### config.mk
export PLATFORM = sky130hd
export DESIGN_NAME = hazard_forward_unit_flat
export DESIGN_NICKNAME = d
export VERILOG_FILES = /design/src/rtl/hazard_pkg.sv /design/src/rtl/hazard_forward_unit_if.sv /design/src/rtl/hazard_forward_unit_operand_fwd_sel.sv /design/src/rtl/hazard_forward_unit.sv /design/src/flat_wrapper.sv
export SDC_FILE = /design/constraint.sdc
export NUM_CORES = 1
export LEC_CHECK = 0
export CAP_MARGIN = 0
export CORE_UTILIZATION = 29
export DETAILED_ROUTE_END_ITERATION = 16
export PLACE_DENSITY_LB_ADDON = 0.05
export SYNTH_ARGS = -nofsm -noshare
export SYNTH_HDL_FRONTEND = slang
export SYNTH_SLANG_ARGS = --single-unit
### constraint.sdc
create_clock -name clk -period 2.1 [get_ports clk]
set_input_delay 0.42 -clock clk [delete_from_list [all_inputs] [get_ports clk]]
set_output_delay 0.42 -clock clk [all_outputs]
set_load 0.1 [all_outputs]
### src/rtl/hazard_pkg.sv
// Shared encodings for the hazard/forwarding unit: mux selects, stall FSM states, counter width.
package hazard_pkg;
  localparam logic [1:0] FWD_RF  = 2'b00;
  localparam logic [1:0] FWD_WB  = 2'b01;
  localparam logic [1:0] FWD_MEM = 2'b10;

  localparam int CNT_W = 3;

  typedef enum logic {IDLE, STALL} state_t;
endpackage

### src/rtl/hazard_forward_unit_if.sv
// Pipeline-side bundle for hazard_forward_unit: ID/EX/MEM/WB register fields in, mux selects and stall controls out.
interface hazard_forward_unit_if #(
  parameter int REG_AW  = 5,
  parameter int NUM_SRC = 2
);
  logic [NUM_SRC*REG_AW-1:0] rs_id;
  logic [NUM_SRC-1:0]        src_used_id;
  logic [NUM_SRC*REG_AW-1:0] rs_ex;
  logic [REG_AW-1:0]         rd_ex;
  logic                      mem_read_ex;
  logic [REG_AW-1:0]         rd_mem;
  logic                      reg_write_mem;
  logic [REG_AW-1:0]         rd_wb;
  logic                      reg_write_wb;
  logic                      flush;
  logic [NUM_SRC*2-1:0]      fwd_sel;
  logic                      stall_if;
  logic                      stall_id;
  logic                      bubble_ex;

  modport master (
    output rs_id, src_used_id, rs_ex, rd_ex, mem_read_ex,
           rd_mem, reg_write_mem, rd_wb, reg_write_wb, flush,
    input  fwd_sel, stall_if, stall_id, bubble_ex
  );

  modport slave (
    input  rs_id, src_used_id, rs_ex, rd_ex, mem_read_ex,
           rd_mem, reg_write_mem, rd_wb, reg_write_wb, flush,
    output fwd_sel, stall_if, stall_id, bubble_ex
  );
endinterface

### src/rtl/hazard_forward_unit_operand_fwd_sel.sv
// Single-operand forwarding select: MEM beats WB, and register x0 is never forwarded.
module operand_fwd_sel
  import hazard_pkg::*;
#(
  parameter int REG_AW = 5
) (
  input  logic [REG_AW-1:0] rs,
  input  logic [REG_AW-1:0] rd_mem,
  input  logic              reg_write_mem,
  input  logic [REG_AW-1:0] rd_wb,
  input  logic              reg_write_wb,
  output logic [1:0]        sel
);
  logic mem_hit;
  logic wb_hit;

  assign mem_hit = reg_write_mem && (rd_mem != '0) && (rd_mem == rs);
  assign wb_hit  = reg_write_wb  && (rd_wb  != '0) && (rd_wb  == rs);

  always_comb begin
    sel = FWD_RF;
    if (mem_hit)     sel = FWD_MEM;
    else if (wb_hit) sel = FWD_WB;
  end
endmodule

### src/rtl/hazard_forward_unit.sv
// Per-operand EX forwarding plus load-use stall FSM holding IF/ID for MEM_LAT cycles.
// Optional HAZARD_STATS_EN adds stall_cycles / fwd_events counters.
module hazard_forward_unit
  import hazard_pkg::*;
#(
  parameter int REG_AW  = 5,
  parameter int NUM_SRC = 2,
  parameter int MEM_LAT = 1
) (
  input  logic                 clk,
  input  logic                 rst,
  hazard_forward_unit_if.slave bus
`ifdef HAZARD_STATS_EN
  ,
  output logic [31:0]          stall_cycles,
  output logic [31:0]          fwd_events
`endif
);
  localparam logic [CNT_W-1:0] CNT_INIT = (MEM_LAT > 1) ? CNT_W'(MEM_LAT - 2) : '0;

  logic [NUM_SRC*2-1:0] fwd_sel;
  logic                 hazard;
  logic                 stall;
  state_t               state_q, state_d;
  logic [CNT_W-1:0]     cnt_q, cnt_d;

  for (genvar k = 0; k < NUM_SRC; k++) begin : g_op
    operand_fwd_sel #(.REG_AW(REG_AW)) u_sel (
      .rs            (bus.rs_ex[k*REG_AW +: REG_AW]),
      .rd_mem        (bus.rd_mem),
      .reg_write_mem (bus.reg_write_mem),
      .rd_wb         (bus.rd_wb),
      .reg_write_wb  (bus.reg_write_wb),
      .sel           (fwd_sel[k*2 +: 2])
    );
  end

  always_comb begin
    hazard = 1'b0;
    for (int k = 0; k < NUM_SRC; k++) begin
      if (bus.src_used_id[k] && (bus.rs_id[k*REG_AW +: REG_AW] == bus.rd_ex))
        hazard = 1'b1;
    end
    hazard = hazard && bus.mem_read_ex && (bus.rd_ex != '0);
  end

  always_ff @(posedge clk) begin
    if (rst) begin
      state_q <= IDLE;
      cnt_q   <= '0;
    end else begin
      state_q <= state_d;
      cnt_q   <= cnt_d;
    end
  end

  // The first stall cycle is spent in IDLE, so STALL only covers the remaining MEM_LAT-1.
  always_comb begin
    state_d = state_q;
    cnt_d   = cnt_q;
    stall   = 1'b0;
    if (bus.flush) begin
      state_d = IDLE;
      cnt_d   = '0;
    end else begin
      case (state_q)
        IDLE: begin
          if (hazard) begin
            stall = 1'b1;
            if (MEM_LAT > 1) begin
              state_d = STALL;
              cnt_d   = CNT_INIT;
            end
          end
        end
        STALL: begin
          stall = 1'b1;
          if (cnt_q == '0) state_d = IDLE;
          else             cnt_d   = cnt_q - 1'b1;
        end
        default: begin
          state_d = IDLE;
          cnt_d   = '0;
        end
      endcase
    end
    if (rst) stall = 1'b0;
  end

  assign bus.fwd_sel   = fwd_sel;
  assign bus.stall_if  = stall;
  assign bus.stall_id  = stall;
  assign bus.bubble_ex = stall;

`ifdef HAZARD_STATS_EN
  always_ff @(posedge clk) begin
    if (rst) begin
      stall_cycles <= '0;
      fwd_events   <= '0;
    end else begin
      if (stall)     stall_cycles <= stall_cycles + 32'd1;
      if (|fwd_sel)  fwd_events   <= fwd_events + 32'd1;
    end
  end
`endif
endmodule

### src/flat_wrapper.sv
// flat-port wrapper written by rule: the top's interface ports become plain ports
module hazard_forward_unit_flat import hazard_pkg::*;
#(
  parameter int REG_AW  = 5,
  parameter int NUM_SRC = 2,
  parameter int MEM_LAT = 1
)
  (clk, rst, bus_rs_id, bus_src_used_id, bus_rs_ex, bus_rd_ex, bus_mem_read_ex, bus_rd_mem, bus_reg_write_mem, bus_rd_wb, bus_reg_write_wb, bus_flush, bus_fwd_sel, bus_stall_if, bus_stall_id, bus_bubble_ex);
  hazard_forward_unit_if #(.REG_AW(REG_AW), .NUM_SRC(NUM_SRC)) bus_i ();
  input  logic clk;
  input  logic rst;
  input wire logic [$bits(bus_i.rs_id)-1:0] bus_rs_id;
  input wire logic [$bits(bus_i.src_used_id)-1:0] bus_src_used_id;
  input wire logic [$bits(bus_i.rs_ex)-1:0] bus_rs_ex;
  input wire logic [$bits(bus_i.rd_ex)-1:0] bus_rd_ex;
  input wire logic [$bits(bus_i.mem_read_ex)-1:0] bus_mem_read_ex;
  input wire logic [$bits(bus_i.rd_mem)-1:0] bus_rd_mem;
  input wire logic [$bits(bus_i.reg_write_mem)-1:0] bus_reg_write_mem;
  input wire logic [$bits(bus_i.rd_wb)-1:0] bus_rd_wb;
  input wire logic [$bits(bus_i.reg_write_wb)-1:0] bus_reg_write_wb;
  input wire logic [$bits(bus_i.flush)-1:0] bus_flush;
  output wire logic [$bits(bus_i.fwd_sel)-1:0] bus_fwd_sel;
  output wire logic [$bits(bus_i.stall_if)-1:0] bus_stall_if;
  output wire logic [$bits(bus_i.stall_id)-1:0] bus_stall_id;
  output wire logic [$bits(bus_i.bubble_ex)-1:0] bus_bubble_ex;
  assign bus_i.rs_id = bus_rs_id;
  assign bus_i.src_used_id = bus_src_used_id;
  assign bus_i.rs_ex = bus_rs_ex;
  assign bus_i.rd_ex = bus_rd_ex;
  assign bus_i.mem_read_ex = bus_mem_read_ex;
  assign bus_i.rd_mem = bus_rd_mem;
  assign bus_i.reg_write_mem = bus_reg_write_mem;
  assign bus_i.rd_wb = bus_rd_wb;
  assign bus_i.reg_write_wb = bus_reg_write_wb;
  assign bus_i.flush = bus_flush;
  assign bus_fwd_sel = bus_i.fwd_sel;
  assign bus_stall_if = bus_i.stall_if;
  assign bus_stall_id = bus_i.stall_id;
  assign bus_bubble_ex = bus_i.bubble_ex;
  hazard_forward_unit #(.REG_AW(REG_AW), .NUM_SRC(NUM_SRC), .MEM_LAT(MEM_LAT)) u_core (.clk(clk), .rst(rst), .bus(bus_i));
endmodule
==> flow_summary.json, run 1 <==
{
  "status": "finished with violations",
  "violations": "negative setup slack",
  "p_leak_nw": 0.608,
  "dpl.hpwl_mm": 1.60,
  "p_comb_share_pct": 55.9,
  "drc": 0,
  "yosysTopAreaCellShare_pct": 31.4,
  "rr_worst_depth": 6,
  "path_delay_family": "simple AND/OR/NAND/NOR gates",
  "hold-path-cell-count": 2,
  "final_util_pct": 71.0,
  "cp_max_fo": 2,
  "finalNetCount": 191,
  "root_buffer": "clkbuf_4",
  "ioPinCount": 50,
  "worstSkewPairLatency_ps": 230,
  "finalCritPeriodShare_pct": 105,
  "grt_pass1_wl_mm": 2.88,
  "holdWs_ps": 555,
  "regArea_um2": 80.1,
  "n_fill_cell": 155,
  "cts_tree": "yes",
  "critical_path_class": "input port to output port",
  "drt_iter0_drc": 3,
  "syn_inst": 74,
  "ys_types": 21,
  "area_growth_pct": 129,
  "fin_ws_ps": -105,
  "overflow": 0,
  "grt_pass1_vias": 736,
  "clock_sinks": 4,
  "crit_path_max_incr_delay_ps": 530,
  "crit_chain": "buf_8 -> or4_4 -> o21ai_4 -> buf_4 -> nor4_4 -> nor4_4 -> buf_12",
  "place_congestion": 0.799,
  "place_inst": 164,
  "worstPathRequired_ps": 1680,
  "p_switching_w": 0.000129,
  "p_seq_share_pct": 19.5,
  "vias_per_cell": 4.58,
  "rrSetupSlack_ps": 500,
  "maxSlewViolCount": 0,
  "ant_nets": 0,
  "die_w_um": 48.0,
  "cap_violations": 0,
  "hold_violations": 0,
  "h-tree-depth": 1,
  "yosysSeqAreaShare_pct": 13.0,
  "start_util_pct": 31.0,
  "p_per_area_nw_per_um2": 278,
  "crit_path_end_kind": "output port",
  "slowest_stage": "or4_4",
  "skew_ps": 4.96,
  "swShare_pct": 33.1,
  "crit_buf_inv": 3,
  "diodes": 0,
  "clk_path_buf_depth": 2,
  "cts-buffers-inserted": 3,
  "core-area_um2": 1980,
  "arrival_ps": 1790,
  "drt-wirelength-per-cell_um": 11.7,
  "first_pass_iters": 3,
  "max_freq_ghz": 0.454,
  "io_buffers": 49,
  "max-vdd-ir-drop_uv": 205,
  "setup_viol": 2,
  "internal_power_w": 0.000261,
  "slew_headroom_pct": 67.6,
  "rows": 16,
  "grt_max_degree": 5,
  "avgSynthCellArea_um2": 8.30,
  "dieArea_um2": 2310,
  "min_path_type": "flip-flop to flip-flop",
  "power_frac_clock_pct": 24.5,
  "pre_cts_ws_ps": -492,
  "routed_wirelength_mm": 1.99,
  "finalNonFillerCells": 171,
  "multi_input_area_um2": 622,
  "ys_seq_elements": 4,
  "yosysTopAreaCell": "xor2_1",
  "setup_tns_ps": -202,
  "tightestPinTransition_ps": 481,
  "die_y_um": 48.0,
  "synth.net_count": 119,
  "synthTopCellsByArea": "xor2_1 (31%), dfxtp_1 (13%), xnor2_1 (13%), or4_1 (6.1%), buf_4 (4.9%)",
  "antenna_found_initial": 0,
  "grt_use_total_pct": 18.0,
  "syn-cell-area_um2": 614,
  "path_depth": 7,
  "crit_path_start_kind": "input port",
  "vias": 784,
  "drive_gt1_share_pct": 53.5,
  "period_needed_ps": 2210,
  "rsz0062_at_grt": "yes",
  "path_clk_slew_ps": 40,
  "crit_top_cell": "nor4_4",
  "ys_warn_count": 0
}
[worst min-delay path, stage by stage, from the launching register on]
cell,delay [ps]
dfxtp_1,310
a21oi_1,140
nor3_1,50
[per-stage QoR]
step	total power (W)	area, µm²
floorplan	0.000151	663
global placement	0.000286	1350
detailed placement	0.000287	1350
CTS	0.000387	1410
global route	0.000412	1410
finish	0.000391	1410
[layout make-up]
cell class                 count  share of cell area [%]
inverter                       3                   0.801
multi-input combinational     63                    44.2
timing repair buffer          71                    45.3
clock buffer                   3                    1.60
sequential                     4                    5.69
tap                           27                    2.40
[cells in the mapped netlist, drive strengths merged]
| library cell | number |
|---|---|
| nor3 | 5 |
| nor4 | 6 |
| nor2 | 1 |
| inv | 3 |
| buf | 4 |
| xor2 | 22 |
| and2 | 1 |
| a32oi | 1 |
| o21ai | 4 |
| o211ai | 1 |
| or4 | 5 |
| dfxtp | 4 |
| a21oi | 1 |
| nand3 | 2 |
| ha | 2 |
| xnor2 | 9 |
| mux2 | 1 |
| nand2 | 2 |
[worst paths after layout]
kind,start,end
worst max-delay path,bus_rd_mem[0],bus_fwd_sel[0]
worst min-delay path,u_core.cnt_q[2],u_core.cnt_q[2]
worst max register to register,u_core.cnt_q[0],u_core.cnt_q[1]
worst min register to register,u_core.cnt_q[2],u_core.cnt_q[2]
[metal layers]
metal / part of all wire [%] / track usage, % / routed length, µm / vias up
li1: - / - / - / 395
met1: 37 / 17.3 / 729 / 364
met2: 59 / 36.8 / 1170 / 25
met3: 4.8 / 4.53 / 95 / 0
met4: 0 / 5.00 / 0 / 0
met5: 0 / 0 / 0 / -
[sequential cells by signal (all words and copies together), names as in the netlist]
| register | count |
|---|---|
| u_core.cnt_q | 3 |
| u_core.state_q | 1 |
[placed cells by master (no fill, tap or decap), types with 3 or more instances in the layout]
cell type and count:
xor2_1 20, dlygate4sd2_1 4, buf_6 4, clkbuf_2 13, clkdlybuf4s50_1 8, nor4_4 4
inv_1 3, buf_2 8, xnor2_1 7, or4_4 4, buf_4 21, nor3_1 5
buf_12 7, dfxtp_1 4, clkbuf_4 3
[kinds of logic (layout without fill, tap and decap cells)]
kind of cell             after synthesis  after routing  share of synthesized area (%)
buffers and inverters                  7             77                           6.72
flip-flops                             4              4                           13.0
multiplexers                           1              1                           1.83
AO/OA/AOI/OAI                          7              7                           7.33
AND/OR/NAND/NOR                       22             22                           22.8
XOR/XNOR                              31             31                           44.2
adder cells (fa/ha/maj)                2              2                           4.07
[power groups by stage]
stage          Combinational (W)  Clock [W]  Sequential (W)
3_5_place_dp            0.000210          0       0.0000776
4_1_cts                 0.000210   0.000100       0.0000763
2_1_floorplan          0.0000737          0       0.0000776
6_report                0.000219  0.0000958       0.0000763
5_1_grt                 0.000234   0.000102       0.0000763
3_3_place_gp            0.000208          0       0.0000776
[repair_timing]
| item | CTS | global route |
|---|---|---|
| endpoints found under the setup margin | 7 | 7 |
| resized for setup | 92 | 36 |
| endpoints found under the hold margin | 0 | 0 |
| hold buffers | 0 | 0 |
| setup buffers | 1 | 3 |
| pin swaps | 23 | 16 |
| gates cloned | 0 | 0 |
(Power assumes the default switching activity.)
==> run 2: changes to the inputs <==
--- a/config.mk
+++ b/config.mk
@@ -9,6 +9,7 @@
 export CORE_UTILIZATION = 29
 export DETAILED_ROUTE_END_ITERATION = 16
 export PLACE_DENSITY_LB_ADDON = 0.05
+export RECOVER_POWER = 25
 export SYNTH_ARGS = -nofsm -noshare
 export SYNTH_HDL_FRONTEND = slang
 export SYNTH_SLANG_ARGS = --single-unit
==> results of run 2 <==
No change in the layout: final DEF, timing and power equal those of run 1.
